**config.mk**
```make
export PLATFORM = sky130hd
export DESIGN_NAME = fifo_ast_reader
export DESIGN_NICKNAME = d
export VERILOG_FILES = /design/src/rtl/fifo_ast_reader.sv
export SDC_FILE = /design/constraint.sdc
export NUM_CORES = 1
export LEC_CHECK = 0
export BUFFER_PORTS_ARGS = -buffer_cell sky130_fd_sc_hd__buf_2
export CAP_MARGIN = 10
export CORE_ASPECT_RATIO = 0.9
export CORE_MARGIN = 5
export CORE_UTILIZATION = 35
export DETAILED_ROUTE_END_ITERATION = 10
export SLEW_MARGIN = 20
export SYNTH_ARGS = -nofsm -noshare
export SYNTH_HDL_FRONTEND = slang
export SYNTH_SLANG_ARGS = --single-unit
```
**constraint.sdc**
```tcl
create_clock -name SYS_CLK -period 3.7 [get_ports SYS_CLK]
set_input_delay 0.74 -clock SYS_CLK [delete_from_list [all_inputs] [get_ports SYS_CLK]]
set_output_delay 0.74 -clock SYS_CLK [all_outputs]
set_load 0.02 [all_outputs]
```
**src/rtl/fifo_ast_reader.sv**
```systemverilog
// Read side of the ADC sample FIFO. Issues rdreq under a credit limit, absorbs the
// FIFO read latency in a small skid buffer, and presents words as an Avalon-ST
// source with ready latency 0.
module fifo_ast_reader #(
    parameter int unsigned DATA_W     = 16,
    parameter int unsigned RD_LATENCY = 1,
    parameter int unsigned BUF_DEPTH  = 4
) (
    input  logic              SYS_CLK,
    input  logic              RST_N,
    input  logic              ENA,
    input  logic              FLUSH,
    input  logic              FIFO_EMPTY,
    input  logic [DATA_W-1:0] FIFO_Q,
    output logic              FIFO_RDREQ,
    output logic [DATA_W-1:0] AST_DATA,
    output logic              AST_VALID,
    input  logic              AST_READY,
    output logic [15:0]       WORD_CNT,
    output logic              BUSY
);

    localparam int unsigned PtrW = $clog2(BUF_DEPTH);
    localparam int unsigned CntW = PtrW + 1;
    localparam logic [CntW:0]   DepthLimit = BUF_DEPTH[CntW:0];
    localparam logic [CntW-1:0] DepthOcc   = BUF_DEPTH[CntW-1:0];

    typedef enum logic [1:0] {
        StIdle,
        StRun,
        StDrain
    } state_e;

    state_e                  state_q, state_d;
    logic [CntW-1:0]         occ_q, occ_d;
    logic [CntW-1:0]         inflt_q, inflt_d;
    logic [PtrW-1:0]         wptr_q, wptr_d;
    logic [PtrW-1:0]         rptr_q, rptr_d;
    logic [RD_LATENCY-1:0]   lat_q, lat_d;
    logic [15:0]             word_cnt_q, word_cnt_d;
    logic [DATA_W-1:0]       mem_q [BUF_DEPTH];

    logic                    rdreq;
    logic                    tap;
    logic                    capture;
    logic                    pop;
    logic [CntW:0]           credit_used;

    // Credit covers both buffered words and reads whose data has not yet returned,
    // so a capture can never find the buffer full.
    assign credit_used = {1'b0, occ_q} + {1'b0, inflt_q};
    assign rdreq       = (state_q == StRun) & ~FIFO_EMPTY & ~FLUSH & (credit_used < DepthLimit);
    assign tap         = lat_q[RD_LATENCY-1];
    // Data returning from a read issued before a flush is dropped.
    assign capture     = tap & ~FLUSH;
    assign pop         = AST_VALID & AST_READY;

    assign FIFO_RDREQ  = rdreq;
    assign AST_VALID   = (occ_q != '0);
    assign AST_DATA    = mem_q[rptr_q];
    assign WORD_CNT    = word_cnt_q;
    assign BUSY        = (state_q != StIdle) | (occ_q != '0) | (inflt_q != '0);

    // FSM next state; FLUSH overrides every transition.
    always_comb begin
        state_d = state_q;
        unique case (state_q)
            StIdle:  if (ENA) state_d = StRun;
            StRun:   if (!ENA) state_d = StDrain;
            StDrain: begin
                if (ENA) begin
                    state_d = StRun;
                end else if ((inflt_q == '0) && (occ_q == '0)) begin
                    state_d = StIdle;
                end
            end
            default: state_d = StIdle;
        endcase
        if (FLUSH) state_d = StIdle;
    end

    // Datapath next state: latency pipe, credit counters, pointers, word counter.
    always_comb begin
        lat_d      = '0;
        occ_d      = occ_q + CntW'(capture) - CntW'(pop);
        inflt_d    = inflt_q + CntW'(rdreq) - CntW'(tap);
        wptr_d     = wptr_q + PtrW'(capture);
        rptr_d     = rptr_q + PtrW'(pop);
        word_cnt_d = word_cnt_q + 16'(pop);
        if (FLUSH) begin
            occ_d   = '0;
            inflt_d = '0;
            wptr_d  = '0;
            rptr_d  = '0;
        end else begin
            lat_d[0] = rdreq;
            for (int i = 1; i < RD_LATENCY; i++) begin
                lat_d[i] = lat_q[i-1];
            end
        end
    end

    // State registers and skid-buffer storage.
    always_ff @(posedge SYS_CLK or negedge RST_N) begin
        if (!RST_N) begin
            state_q    <= StIdle;
            occ_q      <= '0;
            inflt_q    <= '0;
            wptr_q     <= '0;
            rptr_q     <= '0;
            lat_q      <= '0;
            word_cnt_q <= '0;
            for (int i = 0; i < BUF_DEPTH; i++) begin
                mem_q[i] <= '0;
            end
        end else begin
            state_q    <= state_d;
            occ_q      <= occ_d;
            inflt_q    <= inflt_d;
            wptr_q     <= wptr_d;
            rptr_q     <= rptr_d;
            lat_q      <= lat_d;
            word_cnt_q <= word_cnt_d;
            if (capture) begin
                mem_q[wptr_q] <= FIFO_Q;
            end
        end
    end

`ifndef SYNTHESIS
    // A capture into a full buffer without a simultaneous pop means the credit logic is broken.
    assert property (@(posedge SYS_CLK) disable iff (!RST_N)
                     !(capture && !pop && (occ_q == DepthOcc)))
        else $error("fifo_ast_reader: skid buffer overflow");
`endif

endmodule
```
# ---- Word level (Yosys, flattened, before mapping)
# Cells that the tools add are included.
dict set report totals {
  in_bits 22
  word_cells 65
  n_memories 0
  ff_bits 93
  output_inout_bits 35
  mem_bits_rw 0
  latch_bits 0
  mem_bits_ro 0
}
dict set report op_classes {
  n_reduce_logical 9
  div 0
  mul 0
  shift 0
  magnitude_cmp 4
  bitwise 11
  addsub 8
  n_eq_ne 5
  n_mux 17
}
# op n
set ops {}
lappend ops {{bitwise mux 64 bit} 1}
lappend ops {{two-way mux 16 bit} 3}
lappend ops {{binary-select mux 16 bit (select 2 bit)} 1}
lappend ops {{demux 16 bit (select 2 bit)} 1}
lappend ops {{adder 16 x 1 -> 16 bit} 1}
lappend ops {{two-way mux 2 bit} 7}
lappend ops {{adder 3 x 1 -> 3 bit} 2}
lappend ops {{>= comparator 3 bit, second input constant} 2}
lappend ops {{zero test 3 bit} 2}
lappend ops {{two-way mux 3 bit} 2}
lappend ops {{inequality test 3 bit, second input constant} 2}
lappend ops {{NOT 2 -> 3 bit} 2}
lappend ops {{one-hot mux 2 bit (3 select lines)} 1}
lappend ops {{nonzero test 3 bit} 2}
lappend ops {{subtractor 3 x 1 -> 3 bit} 2}
lappend ops {{AND 1 bit} 5}
lappend ops {{adder 2 x 1 -> 2 bit} 2}
lappend ops {{adder 3 x 3 -> 4 bit} 1}
lappend ops {{less-than comparator 4 x 3 -> 1 bit, second input constant} 1}
lappend ops {{inequality test 4 bit, second input constant} 1}
lappend ops {{less-than comparator 3 x 1 -> 1 bit, second input constant} 1}
lappend ops {{AND reduction 3 bit} 1}
lappend ops {{== test 2 x 1 -> 1 bit, second input constant} 1}
lappend ops {{== test 2 bit, second input constant} 1}
lappend ops {{6 further kinds} 9}

# ---- Longest topological paths before layout
# Gate-level depths: netlist of the first run.
dict set report depth {
  word_depth 7
  mapped_depth 9
  depth_no_buf 9
}

# ---- Least setup slack after synthesis of the first run
# Ideal clock, no wire load.
dict set report synth_path {
  path_kind {input to register}
  startpoint {input FLUSH}
  endpoint {register inflt_q[2]}
  path_stages 7
  arrival_ns 2.937
  setup_slack_ns 0.631
  setup_ns 0.132
  path_buffers 0
  required_ns 3.568
  path_cell_list {or4_1 nor4_1 ha_1 inv_1 fa_1 xnor2_1 nor2_1}
}
dict set report synth_via {
  elab_chain_cells 6
}
# element line
set synth_rtl {}
lappend synth_rtl {{from (decl)} 12} ;# input logic FLUSH,
lappend synth_rtl {{NOT 1 bit} 52} ;# assign rdreq = (state_q == StRun) & ~FIFO_EMPTY & ~FLUSH & (credit_used < DepthLimit);
lappend synth_rtl {{AND 1 bit (2 in series)} 52}
lappend synth_rtl {{named net FIFO_RDREQ} 15} ;# output logic FIFO_RDREQ,
lappend synth_rtl {{adder 3 x 1 -> 3 bit} 86} ;# inflt_d = inflt_q + CntW'(rdreq) - CntW'(tap);
lappend synth_rtl {{subtractor 3 x 1 -> 3 bit} 86}
lappend synth_rtl {{two-way mux 3 bit} 90} ;# if (FLUSH) begin
lappend synth_rtl {{named net inflt_d[2]} 36} ;# logic [CntW-1:0] inflt_q, inflt_d;
lappend synth_rtl {{to (signal assigned)} 119} ;# inflt_q <= inflt_d;
lappend synth_rtl {{to (decl)} 36}
# The timed path passes the listed nets, and every way through them passes these cells.
# A chain may end at the register's enable or synchronous reset.

# ---- Worst setup path in the final report of the first run
dict set report layout_path {
  startpoint {register rptr_q[0]}
  endpoint {output AST_DATA[4]}
}
dict set report layout_via {
  elab_chain_cells 4
}
# element line
set layout_rtl {}
lappend layout_rtl {{from (decl)} 38} ;# logic [PtrW-1:0] rptr_q, rptr_d;
lappend layout_rtl {{from (signal assigned)} 121} ;# rptr_q <= rptr_d;
lappend layout_rtl {{NOT 2 -> 3 bit (not written as such)} 60} ;# assign AST_DATA = mem_q[rptr_q];
lappend layout_rtl {{binary-select mux 16 bit (select 2 bit)} 60}
lappend layout_rtl {{two-way mux 16 bit (not written as such) (2 in series)} 60}
lappend layout_rtl {{to (decl)} 16} ;# output logic [DATA_W-1:0] AST_DATA,
# Every way passes these cells. The select of a mux whose other input is x is not followed.

==> results of run 1 <==
==> area by class of cell <==
| cell class | count | area (µm²) | share of cell area |
|---|---|---|---|
| sequential | 93 | 2327 | 0.4692 |
| clock inverter | 4 | 53.80 | 0.01085 |
| multi-input combinational | 163 | 1758 | 0.3544 |
| inverter | 9 | 36.28 | 0.007316 |
| tap | 156 | 195.2 | 0.03935 |
| clock buffer | 12 | 256.5 | 0.05172 |
| timing repair buffer | 61 | 332.8 | 0.06710 |
==> synth_stat cells (all sizes together) <==
| cell | n |
|---|---|
| xor2 | 9 |
| nand3 | 5 |
| or4 | 2 |
| or3 | 2 |
| buf | 8 |
| and4 | 1 |
| and3 | 1 |
| nor4 | 7 |
| nor2b | 6 |
| fa | 2 |
| o21ai | 1 |
| and2 | 2 |
| nand2 | 5 |
| mux2 | 64 |
| mux4 | 16 |
| inv | 9 |
| xnor2 | 11 |
| ha | 10 |
| nand4 | 5 |
| a211oi | 2 |
| nand2b | 1 |
| nor3b | 2 |
| clkbuf | 2 |
| nor3 | 3 |
| nor2 | 6 |
| dfrtp | 93 |
==> per-stage QoR <==
step                cells  instance area [µm²]
global route          498                 4960
floorplan             275                 4184
CTS                   498                 4960
global placement      482                 4649
detailed placement    482                 4649
finish                498                 4960
==> kinds of logic after synthesis <==
group / after synthesis / share of synthesized area
adder cells (fa/ha/maj): 12 / 0.03947
multiplexers: 80 / 0.2584
flip-flops: 93 / 0.5562
AND/OR/NAND/NOR: 48 / 0.07566
AO/OA/AOI/OAI: 3 / 0.004782
XOR/XNOR: 20 / 0.04187
buffers and inverters: 19 / 0.02363
==> report_power, final <==
group / switching, mW / internal, mW / total, mW
sequential: 0.140 / 1.16 / 1.30
combinational: 0.445 / 0.420 / 0.865
clock: 0.377 / 0.563 / 0.940
total: 0.962 / 2.14 / 3.11
==> worst max-delay path, cell delays in order (launching register included) <==
cell and delay (ns):
dfrtp_1 0.69, buf_4 0.35, mux4_2 0.55, buf_2 0.18
==> worst max path at each step <==
stage	end	from	slack (ns)	cells after the start
after floorplan	inflt_q[2]	FLUSH	0.63	7
after global placement	FIFO_RDREQ	FLUSH	0.91	4
final	AST_DATA[4]	rptr_q[0]	0.86	3
after detailed placement	inflt_q[2]	FLUSH	0.84	8
after global routing	AST_DATA[4]	rptr_q[0]	0.68	3
after CTS	AST_DATA[5]	rptr_q[0]	0.80	3
==> layer usage <==
layer / global-route usage / part of all wire
met4: 0.03829 / 0.015
met1: 0.1524 / 0.45
met2: 0.1999 / 0.50
met5: 0 / 0
met3: 0.03652 / 0.033
==> sequential cells by signal, indices dropped and copies added (netlist names) <==
name,cells
mem_q,64
WORD_CNT,16
inflt_q,3
occ_q,3
rptr_q,2
state_q,2
wptr_q,2
lat_q,1
==> metrics.cfg, run 1 <==
[die]
die_h_um=113.7
num_rows=37
core_um2=11570
initial_utilization=0.3615
dieArea_um2=14240
ios=57
fp.dieW_um=125.3

[power]
vdd_drop_max_uv=242.6
power.total_mw=3.105
p_leak_nw=2.412
power.density_nw_per_um2=626.1

[clock_tree]
clk_pin_slew_ns=0.06
cts_tree=done
cts_buffers=9
cts.htree.levels=3
postCtsSetupRepairBufs=0
root_buffer=clkbuf_16
clk_latency_ns=0.34
max-clock-path-buffers=2
cts_repair_resize_count=0
cts_hold_buf=0
cts.sinks=93

[worst_setup_path]
ff2ff_setup_slack_ns=1.23
cp.arrival_ns=2.10
start_kind=register
r2r_cells=8
r2r_start=occ_q[2]
crit_type=reg -> out
required_ns=2.96
crit_fanout=10
end_kind=primary output
r2r-end=inflt_q[2]

[timing]
clock-skew-final_ns=0.008218
fin_ws_ns=0.8634
max_freq_ghz=0.3525
worst_pin_slew_ns=0.8632
hold_violations=0
fin_crit_ns=2.837
setup_violations=0
tns_ns=0
rsz0062_at_grt=false
relSlewSlack=0.4245
slew_viol_final=0
hold_ws_ns=0.4195
finalCritPeriodShare=0.7667

[final_layout]
utilization=0.4285
final_cell_mix=dfrtp_1 (93), mux2_2 (64), buf_2 (55)
n_fill_cell=1082
area_growth_pct=18.54
fin_nets=371
antenna_cells=0
drive_above_1_share=0.4737
layout_commonest_cell=dfrtp_1

[drt]
dr.pass1.iters=3
vias=2374
dr.first_iter.drc_count=136
via_per_inst=4.767
ant_nets=0
totalWireLength_um=7825
drc=0
avgRoutedWirePerCell_um=15.71

[yosys]
synth_largest_area_cell=dfrtp_1
syn-num-nets=309
ys_seq_area_frac=0.5562
yosysWarnings=0
synthTopCellsByArea=dfrtp_1 (56%), mux2_2 (17%), mux4_2 (8.6%)
netlist_instances=275
netlist_area_um2=4184
synth-seq-cells=93
synth.distinct_cells=32
syn_avg_cell_area_um2=15.21
synth_top_area_frac=0.5562

[hold_path]
hold_path.class=in -> async

[flow_run]
cap_violations=0

[place]
place_congestion=0.7936
place_ws_ns=0.8365
portBuffers=56
dp_hpwl_um=5213

[global_routing]
overflow=0
antenna_found_initial=0
grt_usage=0.1205
grt_max_degree=94
grt_pass1_wl_um=13650
grt_pass1_vias=2604

[outcome]
status=completed

Power figures use the tool's default switching activity.
==> run 2, diff against run 1 <==
clock period = 2.7 ns   (was 3.7 ns; I/O delays follow)
==> metrics.cfg, run 2 (synthesis gave the netlist of run 1 again) <==
[place]
dp_hpwl_um=5589
placed_area_um2=4686
place_congestion=0.7879
portBuffers=56
place_ws_ns=0.2486

[final_layout]
n_fill_cell=1107
area_growth_pct=18.39
final_area_um2=4954
drive_above_1_share=0.4812
final_cell_mix=dfrtp_1 (93), mux2_2 (64), buf_2 (55)
layout_commonest_cell=dfrtp_1
antenna_cells=0
largest_reg_flops=64
fin_nets=375
regMostFlops=mem_q

[global_routing]
overflow=0
grt_pass1_wl_um=14000
grt_pass1_vias=2651
antenna_found_initial=0
grt_max_degree=44
grt_usage=0.1246

[timing]
worst_pin_slew_ns=0.5718
tns_ns=0
slew_viol_final=0
fin_crit_ns=2.570
clock-skew-final_ns=0.006181
hold_violations=0
relSlewSlack=0.6188
max_freq_ghz=0.3891
rsz0062_at_grt=false
finalCritPeriodShare=0.9518
fin_ws_ns=0.1301
setup_violations=0

[power]
clockPowerShare=0.276
vdd_drop_max_uv=352.3
power.density_nw_per_um2=837.5
power.internal_mw=2.824
combPwrFrac=0.307
switching_power_mw=1.324
power.total_mw=4.149
seqPwrFrac=0.417
p_leak_nw=2.415
swShare=0.3192

[die]
num_rows=37
fp.dieW_um=125.3
initial_utilization=0.3615
die_h_um=113.7
dieArea_um2=14240
core_um2=11570
ios=57

[worst_setup_path]
r2r_start=occ_q[2]
r2r_cells=8
start_kind=register
cp.arrival_ns=2.03
end_kind=primary output
r2r-end=inflt_q[2]
ff2ff_setup_slack_ns=0.29
crit_fanout=3
required_ns=2.16
crit_type=reg -> out

[clock_tree]
cts_tree=done
cts.sinks=93
max-clock-path-buffers=2
cts_buffers=9
postCtsSetupRepairBufs=0
clk_pin_slew_ns=0.06
cts_hold_buf=0
cts.htree.levels=3
clk_latency_ns=0.33
cts_repair_resize_count=0
root_buffer=clkbuf_16

[drt]
via_per_inst=4.878
drc=0
dr.pass1.iters=4
avgRoutedWirePerCell_um=16.38
dr.first_iter.drc_count=89
vias=2444
ant_nets=0
totalWireLength_um=8204

[flow_run]
cap_violations=0

[outcome]
status=completed

[hold_path]
hold_path.class=in -> async

-- run 2: cell types whose count changed in the layout (fill, tap and decap cells not counted), sizes merged --
cell    change
clkbuf      -1
buf         +4
inv         -1
bufinv      -1
clkinv      +2
-- run 2: final cells by class --
cell class              count  area (µm²)  share of cell area
well taps                 156       195.2             0.03940
multi-input cells         163        1764              0.3562
inverters                   9       36.28            0.007325
flip-flops and latches     93        2327              0.4698
repair buffers             65       362.8             0.07325
clock buffers              11       242.7             0.04900
clock inverters             4       25.02            0.005052
-- run 2: critical path: stages (launching register included) --
cell	delay [ns]
dfrtp_1	0.41
ha_1	0.20
or4_1	0.54
nor4_2	0.32
buf_2	0.23
-- run 2: per-stage QoR --
stage | hold slack [ns] | std cells | util
after global routing | 0.2283 | 501 | 0.4280
after floorplan | 0.2444 | 275 | -
after CTS | 0.2096 | 501 | 0.4280
final | 0.1980 | 501 | 0.4280
after global placement | 0.4518 | 486 | 0.4049
after detailed placement | 0.4641 | 486 | 0.4049
-- run 2: power groups by stage --
stage / Clock (mW) / Combinational, mW / Sequential (mW)
final: 1.15 / 1.27 / 1.73
after global routing: 1.25 / 1.39 / 1.76
after CTS: 1.19 / 1.31 / 1.73
after detailed placement: 0 / 1.30 / 1.76
after global placement: 0 / 1.28 / 1.75
after floorplan: 0 / 0.855 / 1.77
-- run 2: worst max path at each step --
stage,from,endpoint,cells past startpoint
floorplan,occ_q[2],inflt_q[2],8
global placement,FLUSH,inflt_q[2],8
detailed placement,FLUSH,inflt_q[2],8
CTS,occ_q[2],FIFO_RDREQ,4
global route,occ_q[2],FIFO_RDREQ,4
finish,occ_q[2],FIFO_RDREQ,4
-- run 2: per-layer routing --
| layer | track usage | vias to the layer above | part of all wire |
|---|---|---|---|
| met2 | 0.2003 | 37 | 0.49 |
| met4 | 0.04335 | 0 | 0.013 |
| li1 | - | 1138 | - |
| met1 | 0.1628 | 1260 | 0.46 |
| met5 | 0 | - | 0 |
| met3 | 0.03605 | 9 | 0.039 |
